File: src/rtl/prog_loader_if.sv
// rtl/prog_loader_if.sv - byte stream in / imem write bus out for the boot loader
//
// Signals
//   byte_valid  source has a byte on byte_data
//   byte_data   stream byte
//   byte_ready  loader accepts the byte this cycle
//   imem_we     imem write strobe, one cycle per word
//   imem_addr   imem word address
//   imem_wdata  instruction word
// Modports
//   slave   loader side: consumes the byte stream, drives the imem write bus
//   master  environment side: produces the byte stream, observes imem writes
interface prog_loader_if #(
  parameter int ADDR_W = 8
);
  logic              byte_valid;
  logic [7:0]        byte_data;
  logic              byte_ready;
  logic              imem_we;
  logic [ADDR_W-1:0] imem_addr;
  logic [31:0]       imem_wdata;

  modport slave (
    input  byte_valid, byte_data,
    output byte_ready, imem_we, imem_addr, imem_wdata
  );

  modport master (
    output byte_valid, byte_data,
    input  byte_ready, imem_we, imem_addr, imem_wdata
  );
endinterface

File: src/rtl/prog_loader.sv
// rtl/prog_loader.sv - boot-time instruction loader feeding the CPU instruction memory
//
// Stream format: 2-byte big-endian word count N, 4*N big-endian instruction
// bytes, 1 byte XOR checksum over the instruction bytes.
// Ports
//   clk_i       system clock, rising edge
//   reset_i     synchronous, active-high
//   start_i     1-cycle pulse: begin or restart a load
//   bus         prog_loader_if.slave: byte stream in, imem write bus out
//   cpu_hold_o  1 = CPU must not fetch/advance
//   done_o      load finished with a good checksum (level)
//   error_o     load aborted on bad length or checksum (level)
module prog_loader #(
  parameter int ADDR_W    = 8,
  parameter int MAX_WORDS = 256
) (
  input  logic         clk_i,
  input  logic         reset_i,
  input  logic         start_i,
  prog_loader_if.slave bus,
  output logic         cpu_hold_o,
  output logic         done_o,
  output logic         error_o
);

  typedef enum logic [2:0] {
    S_IDLE, S_LEN_HI, S_LEN_LO, S_DATA, S_CHK, S_DONE, S_ERR
  } state_t;

  state_t            state_q, state_d;
  logic [15:0]       count_q, count_d;
  logic [ADDR_W-1:0] word_idx_q, word_idx_d;
  logic [1:0]        byte_idx_q, byte_idx_d;
  logic [23:0]       shift_q, shift_d;
  logic [7:0]        chk_q, chk_d;
  logic              we_q, we_d;
  logic [ADDR_W-1:0] addr_q, addr_d;
  logic [31:0]       wdata_q, wdata_d;

  logic              ready;
  logic              xfer;
  logic [15:0]       len_nxt;
  logic              last_word;

  assign xfer      = bus.byte_valid & ready;
  assign len_nxt   = {count_q[15:8], bus.byte_data};
  assign last_word = (16'(word_idx_q) == count_q - 16'd1);

  // State register and datapath registers
  always_ff @(posedge clk_i) begin
    if (reset_i) begin
      state_q    <= S_IDLE;
      count_q    <= '0;
      word_idx_q <= '0;
      byte_idx_q <= '0;
      shift_q    <= '0;
      chk_q      <= '0;
      we_q       <= 1'b0;
      addr_q     <= '0;
      wdata_q    <= '0;
    end else begin
      state_q    <= state_d;
      count_q    <= count_d;
      word_idx_q <= word_idx_d;
      byte_idx_q <= byte_idx_d;
      shift_q    <= shift_d;
      chk_q      <= chk_d;
      we_q       <= we_d;
      addr_q     <= addr_d;
      wdata_q    <= wdata_d;
    end
  end

  // Next-state and datapath update
  always_comb begin
    state_d    = state_q;
    count_d    = count_q;
    word_idx_d = word_idx_q;
    byte_idx_d = byte_idx_q;
    shift_d    = shift_q;
    chk_d      = chk_q;
    we_d       = 1'b0;
    addr_d     = addr_q;
    wdata_d    = wdata_q;

    // start overrides everything, including a byte transferred this cycle,
    // and throws away any partially assembled word.
    if (start_i) begin
      state_d    = S_LEN_HI;
      word_idx_d = '0;
      byte_idx_d = '0;
      shift_d    = '0;
      chk_d      = '0;
    end else begin
      case (state_q)
        S_LEN_HI: if (xfer) begin
          count_d = {bus.byte_data, 8'h00};
          state_d = S_LEN_LO;
        end
        S_LEN_LO: if (xfer) begin
          count_d = len_nxt;
          if (len_nxt == 16'd0 || 32'(len_nxt) > MAX_WORDS) begin
            state_d = S_ERR;
          end else begin
            state_d    = S_DATA;
            word_idx_d = '0;
            byte_idx_d = '0;
            chk_d      = '0;
          end
        end
        S_DATA: if (xfer) begin
          chk_d = chk_q ^ bus.byte_data;
          if (byte_idx_q == 2'd3) begin
            we_d       = 1'b1;
            addr_d     = word_idx_q;
            wdata_d    = {shift_q, bus.byte_data};
            byte_idx_d = '0;
            word_idx_d = word_idx_q + 1'b1;
            if (last_word) state_d = S_CHK;
          end else begin
            shift_d    = {shift_q[15:0], bus.byte_data};
            byte_idx_d = byte_idx_q + 2'd1;
          end
        end
        S_CHK: if (xfer) begin
          state_d = (bus.byte_data == chk_q) ? S_DONE : S_ERR;
        end
        default: ;
      endcase
    end
  end

  // Outputs: handshake and status decode from state only
  always_comb begin
    ready      = 1'b0;
    cpu_hold_o = 1'b1;
    done_o     = 1'b0;
    error_o    = 1'b0;
    case (state_q)
      S_LEN_HI, S_LEN_LO, S_DATA, S_CHK: ready = 1'b1;
      S_DONE: begin
        done_o     = 1'b1;
        cpu_hold_o = 1'b0;
      end
      S_ERR:   error_o = 1'b1;
      default: ;
    endcase
  end

  assign bus.byte_ready = ready;
  assign bus.imem_we    = we_q;
  assign bus.imem_addr  = addr_q;
  assign bus.imem_wdata = wdata_q;

endmodule

File: src/flat_wrapper.sv
// flat-port wrapper written by rule: the top's interface ports become plain ports
module prog_loader_flat 
#(
  parameter int ADDR_W    = 8,
  parameter int MAX_WORDS = 256
)
  (clk_i, reset_i, start_i, cpu_hold_o, done_o, error_o, bus_byte_valid, bus_byte_data, bus_byte_ready, bus_imem_we, bus_imem_addr, bus_imem_wdata);
  prog_loader_if #(.ADDR_W(ADDR_W)) bus_i ();
  input  logic clk_i;
  input  logic reset_i;
  input  logic start_i;
  output logic cpu_hold_o;
  output logic done_o;
  output logic error_o;
  input wire logic [$bits(bus_i.byte_valid)-1:0] bus_byte_valid;
  input wire logic [$bits(bus_i.byte_data)-1:0] bus_byte_data;
  output wire logic [$bits(bus_i.byte_ready)-1:0] bus_byte_ready;
  output wire logic [$bits(bus_i.imem_we)-1:0] bus_imem_we;
  output wire logic [$bits(bus_i.imem_addr)-1:0] bus_imem_addr;
  output wire logic [$bits(bus_i.imem_wdata)-1:0] bus_imem_wdata;
  assign bus_i.byte_valid = bus_byte_valid;
  assign bus_i.byte_data = bus_byte_data;
  assign bus_byte_ready = bus_i.byte_ready;
  assign bus_imem_we = bus_i.imem_we;
  assign bus_imem_addr = bus_i.imem_addr;
  assign bus_imem_wdata = bus_i.imem_wdata;
  prog_loader #(.ADDR_W(ADDR_W), .MAX_WORDS(MAX_WORDS)) u_core (.clk_i(clk_i), .reset_i(reset_i), .start_i(start_i), .bus(bus_i), .cpu_hold_o(cpu_hold_o), .done_o(done_o), .error_o(error_o));
endmodule
File: config.mk
export PLATFORM = sky130hd
export DESIGN_NAME = prog_loader_flat
export DESIGN_NICKNAME = d
export VERILOG_FILES = /design/src/rtl/prog_loader_if.sv /design/src/rtl/prog_loader.sv /design/src/flat_wrapper.sv
export SDC_FILE = /design/constraint.sdc
export NUM_CORES = 1
export LEC_CHECK = 0
export CAP_MARGIN = 20
export CORE_UTILIZATION = 50
export CTS_CLUSTER_DIAMETER = 120
export DETAILED_ROUTE_END_ITERATION = 8
export PLACE_DENSITY = 0.73
export SYNTH_ARGS = -nofsm -noshare
export SYNTH_HDL_FRONTEND = slang
export SYNTH_SLANG_ARGS = --single-unit
File: constraint.sdc
create_clock -name clk_i -period 5.49 [get_ports clk_i]
set_input_delay 1.098 -clock clk_i [delete_from_list [all_inputs] [get_ports clk_i]]
set_output_delay 1.098 -clock clk_i [all_outputs]
set_load 0.02 [all_outputs]
==> flow_summary.json <==
{
  "synth_top_area_share_pct": 45.6,
  "fillers": 816,
  "ys_ff_latch": 102,
  "grt_max_degree": 60,
  "rr_endpoint": "u_core.shift_q[7]",
  "r2r_cells": 6,
  "path_max_fanout": 9,
  "post-route-period-util_pct": 58.2,
  "final.setup.tns_ps": 0,
  "overflow": 0,
  "io_buffers": 56,
  "drt_iter0_markers": 157,
  "num_rows": 34,
  "min_path_type": "flip-flop to flip-flop",
  "viasPerCell": 5.60,
  "syn2layout_area_growth_pct": 16.4,
  "status": "completed",
  "post_cts_buffers": 0,
  "p_leak_nw": 1.76,
  "synth_common_cells": "nand2_1, dfxtp_1, a21oi_1",
  "track_usage_pct": 24.8,
  "grt_pass1_wl_um": 17700,
  "cp-start-kind": "input pin",
  "seq_area_frac_synth_pct": 45.6,
  "hold_viol": 0,
  "path_clk_slew_ps": 100,
  "cp.arrival_ps": 3460,
  "diodes": 0,
  "vias": 4027,
  "dr.pass1.iters": 4,
  "cts.sinks": 102,
  "grt_pass1_vias": 3648,
  "initial_core_util_pct": 51.6,
  "slew_headroom_pct": 34.6,
  "synthFlopType": "dfxtp_1",
  "detail-route-antenna-nets": 0,
  "crit_start": "bus_byte_data[1]",
  "ys_top_cells_by_area": "dfxtp_1, nand2_1, a21oi_1",
  "cts_hold_buffers": 0,
  "layout_min_cycle_time_ps": 3200,
  "dpl.cell_count": 703,
  "crit_type": "input pin to flip-flop",
  "drc": 0,
  "seq_area_um2": 2040,
  "yosys_warnings": 0,
  "rrSetupSlack_ps": 2830,
  "placed_area_um2": 5010,
  "synth.distinct_cells": 54,
  "slew_viol_final": 0,
  "stdcell_count": 719,
  "syn_avg_cell_area_um2": 7.77,
  "max-cap-violations": 0,
  "dp_slack_ps": 1930,
  "synth_async_sr_flop_share_pct": 0,
  "dieWidth_um": 96.6,
  "drive_above_1_share_pct": 5.89,
  "fin_skew_ps": 16.1,
  "final_nets": 621,
  "synth.net_count": 591,
  "io_pins": 57,
  "dieArea_um2": 9330,
  "die_h_um": 96.6,
  "routed_wl_um": 10800,
  "insertion_delay_ps": 370,
  "rsz0062_at_grt": "false",
  "root_buffer": "clkbuf_8",
  "syn_area_um2": 4470,
  "setup_ws_ps": 2290,
  "wl_per_cell_um": 15.0,
  "synth_edf_count": 0,
  "post-route-util_pct": 60.0,
  "post_cts_resized": 0,
  "clock_tree.buffer_depth": 2,
  "multi_input_area_um2": 2220,
  "max-vdd-ir-drop_mv": 0.154,
  "p_per_area_nw_per_um2": 246,
  "setup_viol": 0,
  "core_area_um2": 8680,
  "antenna_found_initial": 0,
  "numCtsBuffers": 9,
  "r2r-start": "u_core.state_q[0]",
  "crit_path_end": "u_core.word_idx_q[5]",
  "synthCells": 576,
  "cts_tree": "built",
  "fmax_mhz": 313,
  "place.gp.congestion": 0.921,
  "stdcell_area_um2": 5210,
  "yosys.area.top_type": "dfxtp_1",
  "worstMarginPinSlew_ps": 981,
  "required_ps": 5750,
  "end_kind": "flip-flop",
  "cts_max_level": 3,
  "hpwl_um": 7500,
  "yosysMostFrequentCell": "nand2_1"
}
==> area by class of cell <==
class                   count  area share (%)
flip-flops and latches    102            39.2
clock inverters             6            1.11
multi-input cells         426            42.7
repair buffers             60            11.2
well taps                 108            2.60
inverters                   7           0.505
clock buffers              10            2.64
==> how the worst min path moves through the flow <==
| stage | start | slack, ps | to | cells past startpoint |
|---|---|---|---|---|
| after floorplan | u_core.count_q[15] | 430 | u_core.count_q[15] | 2 |
| after global placement | u_core.count_q[15] | 440 | u_core.count_q[15] | 2 |
| after detailed placement | u_core.bus.imem_wdata[24] | 450 | u_core.bus.imem_wdata[24] | 2 |
| after CTS | u_core.bus.imem_wdata[5] | 460 | u_core.bus.imem_wdata[5] | 2 |
| after global routing | u_core.bus.imem_wdata[7] | 480 | u_core.bus.imem_wdata[7] | 2 |
| final | u_core.bus.imem_wdata[5] | 460 | u_core.bus.imem_wdata[5] | 2 |
==> worst max-delay path, cell delays in order <==
cell,delay [ps]
clkdlybuf4s50_1,650
nor4_1,470
a21boi_1,150
nor4b_1,380
o21a_1,340
nand4_1,150
xor2_1,160
nor2_1,50
==> cells in the final DEF, fill, tap and decap left out, drive strengths merged, types with 11 or more instances in the layout <==
cell type and instances:
nor2 46, dfxtp 102, nand3 18, a21oi 89, clkdlybuf4s50 55, inv 12
nand2 151, xor2 15, o21ai 11
==> through the flow <==
stage / total power [W] / hold slack, ps
floorplan: 0.000807 / 432
global placement: 0.000824 / 442
detailed placement: 0.000825 / 448
CTS: 0.00129 / 463
global route: 0.00132 / 479
finish: 0.00128 / 457
==> routing by layer <==
layer / vias to the layer above / global-route usage, % / part of all wire (%)
met3: 16 / 3.99 / 5.1
met2: 106 / 39.0 / 46
met1: 1907 / 33.7 / 47
li1: 1998 / - / -
met5: - / 0 / 0
met4: 0 / 10.5 / 1.9
==> flip-flops by register name (all words and copies together), names as in the netlist, 2 cells and up <==
| register | cells |
|---|---|
| u_core.byte_idx_q | 2 |
| u_core.count_q | 16 |
| u_core.word_idx_q | 8 |
| u_core.state_q | 3 |
| u_core.chk_q | 8 |
| u_core.bus.imem_wdata | 32 |
| u_core.bus.imem_addr | 8 |
| u_core.shift_q | 24 |
==> report_power, final <==
group | total (W) | switching (W) | leakage (nW) | internal [W]
combinational | 0.0000633 | 0.0000410 | 0.835 | 0.0000223
clock | 0.000470 | 0.000280 | 0.102 | 0.000190
sequential | 0.000745 | 0.00000371 | 0.822 | 0.000742
total | 0.00128 | 0.000325 | 1.76 | 0.000953
==> logic make-up after synthesis <==
kind of cell | share of synthesized area (%)
DFF | 45.6
AOI/OAI and AO/OA | 15.7
muxes | 0.252
xor gates and xnor gates | 4.89
buffers and inverters | 4.70
and+or+nand+nor | 27.9
adders and majority gates | 0.839
No activity file was read; power rests on OpenSTA's default activity.
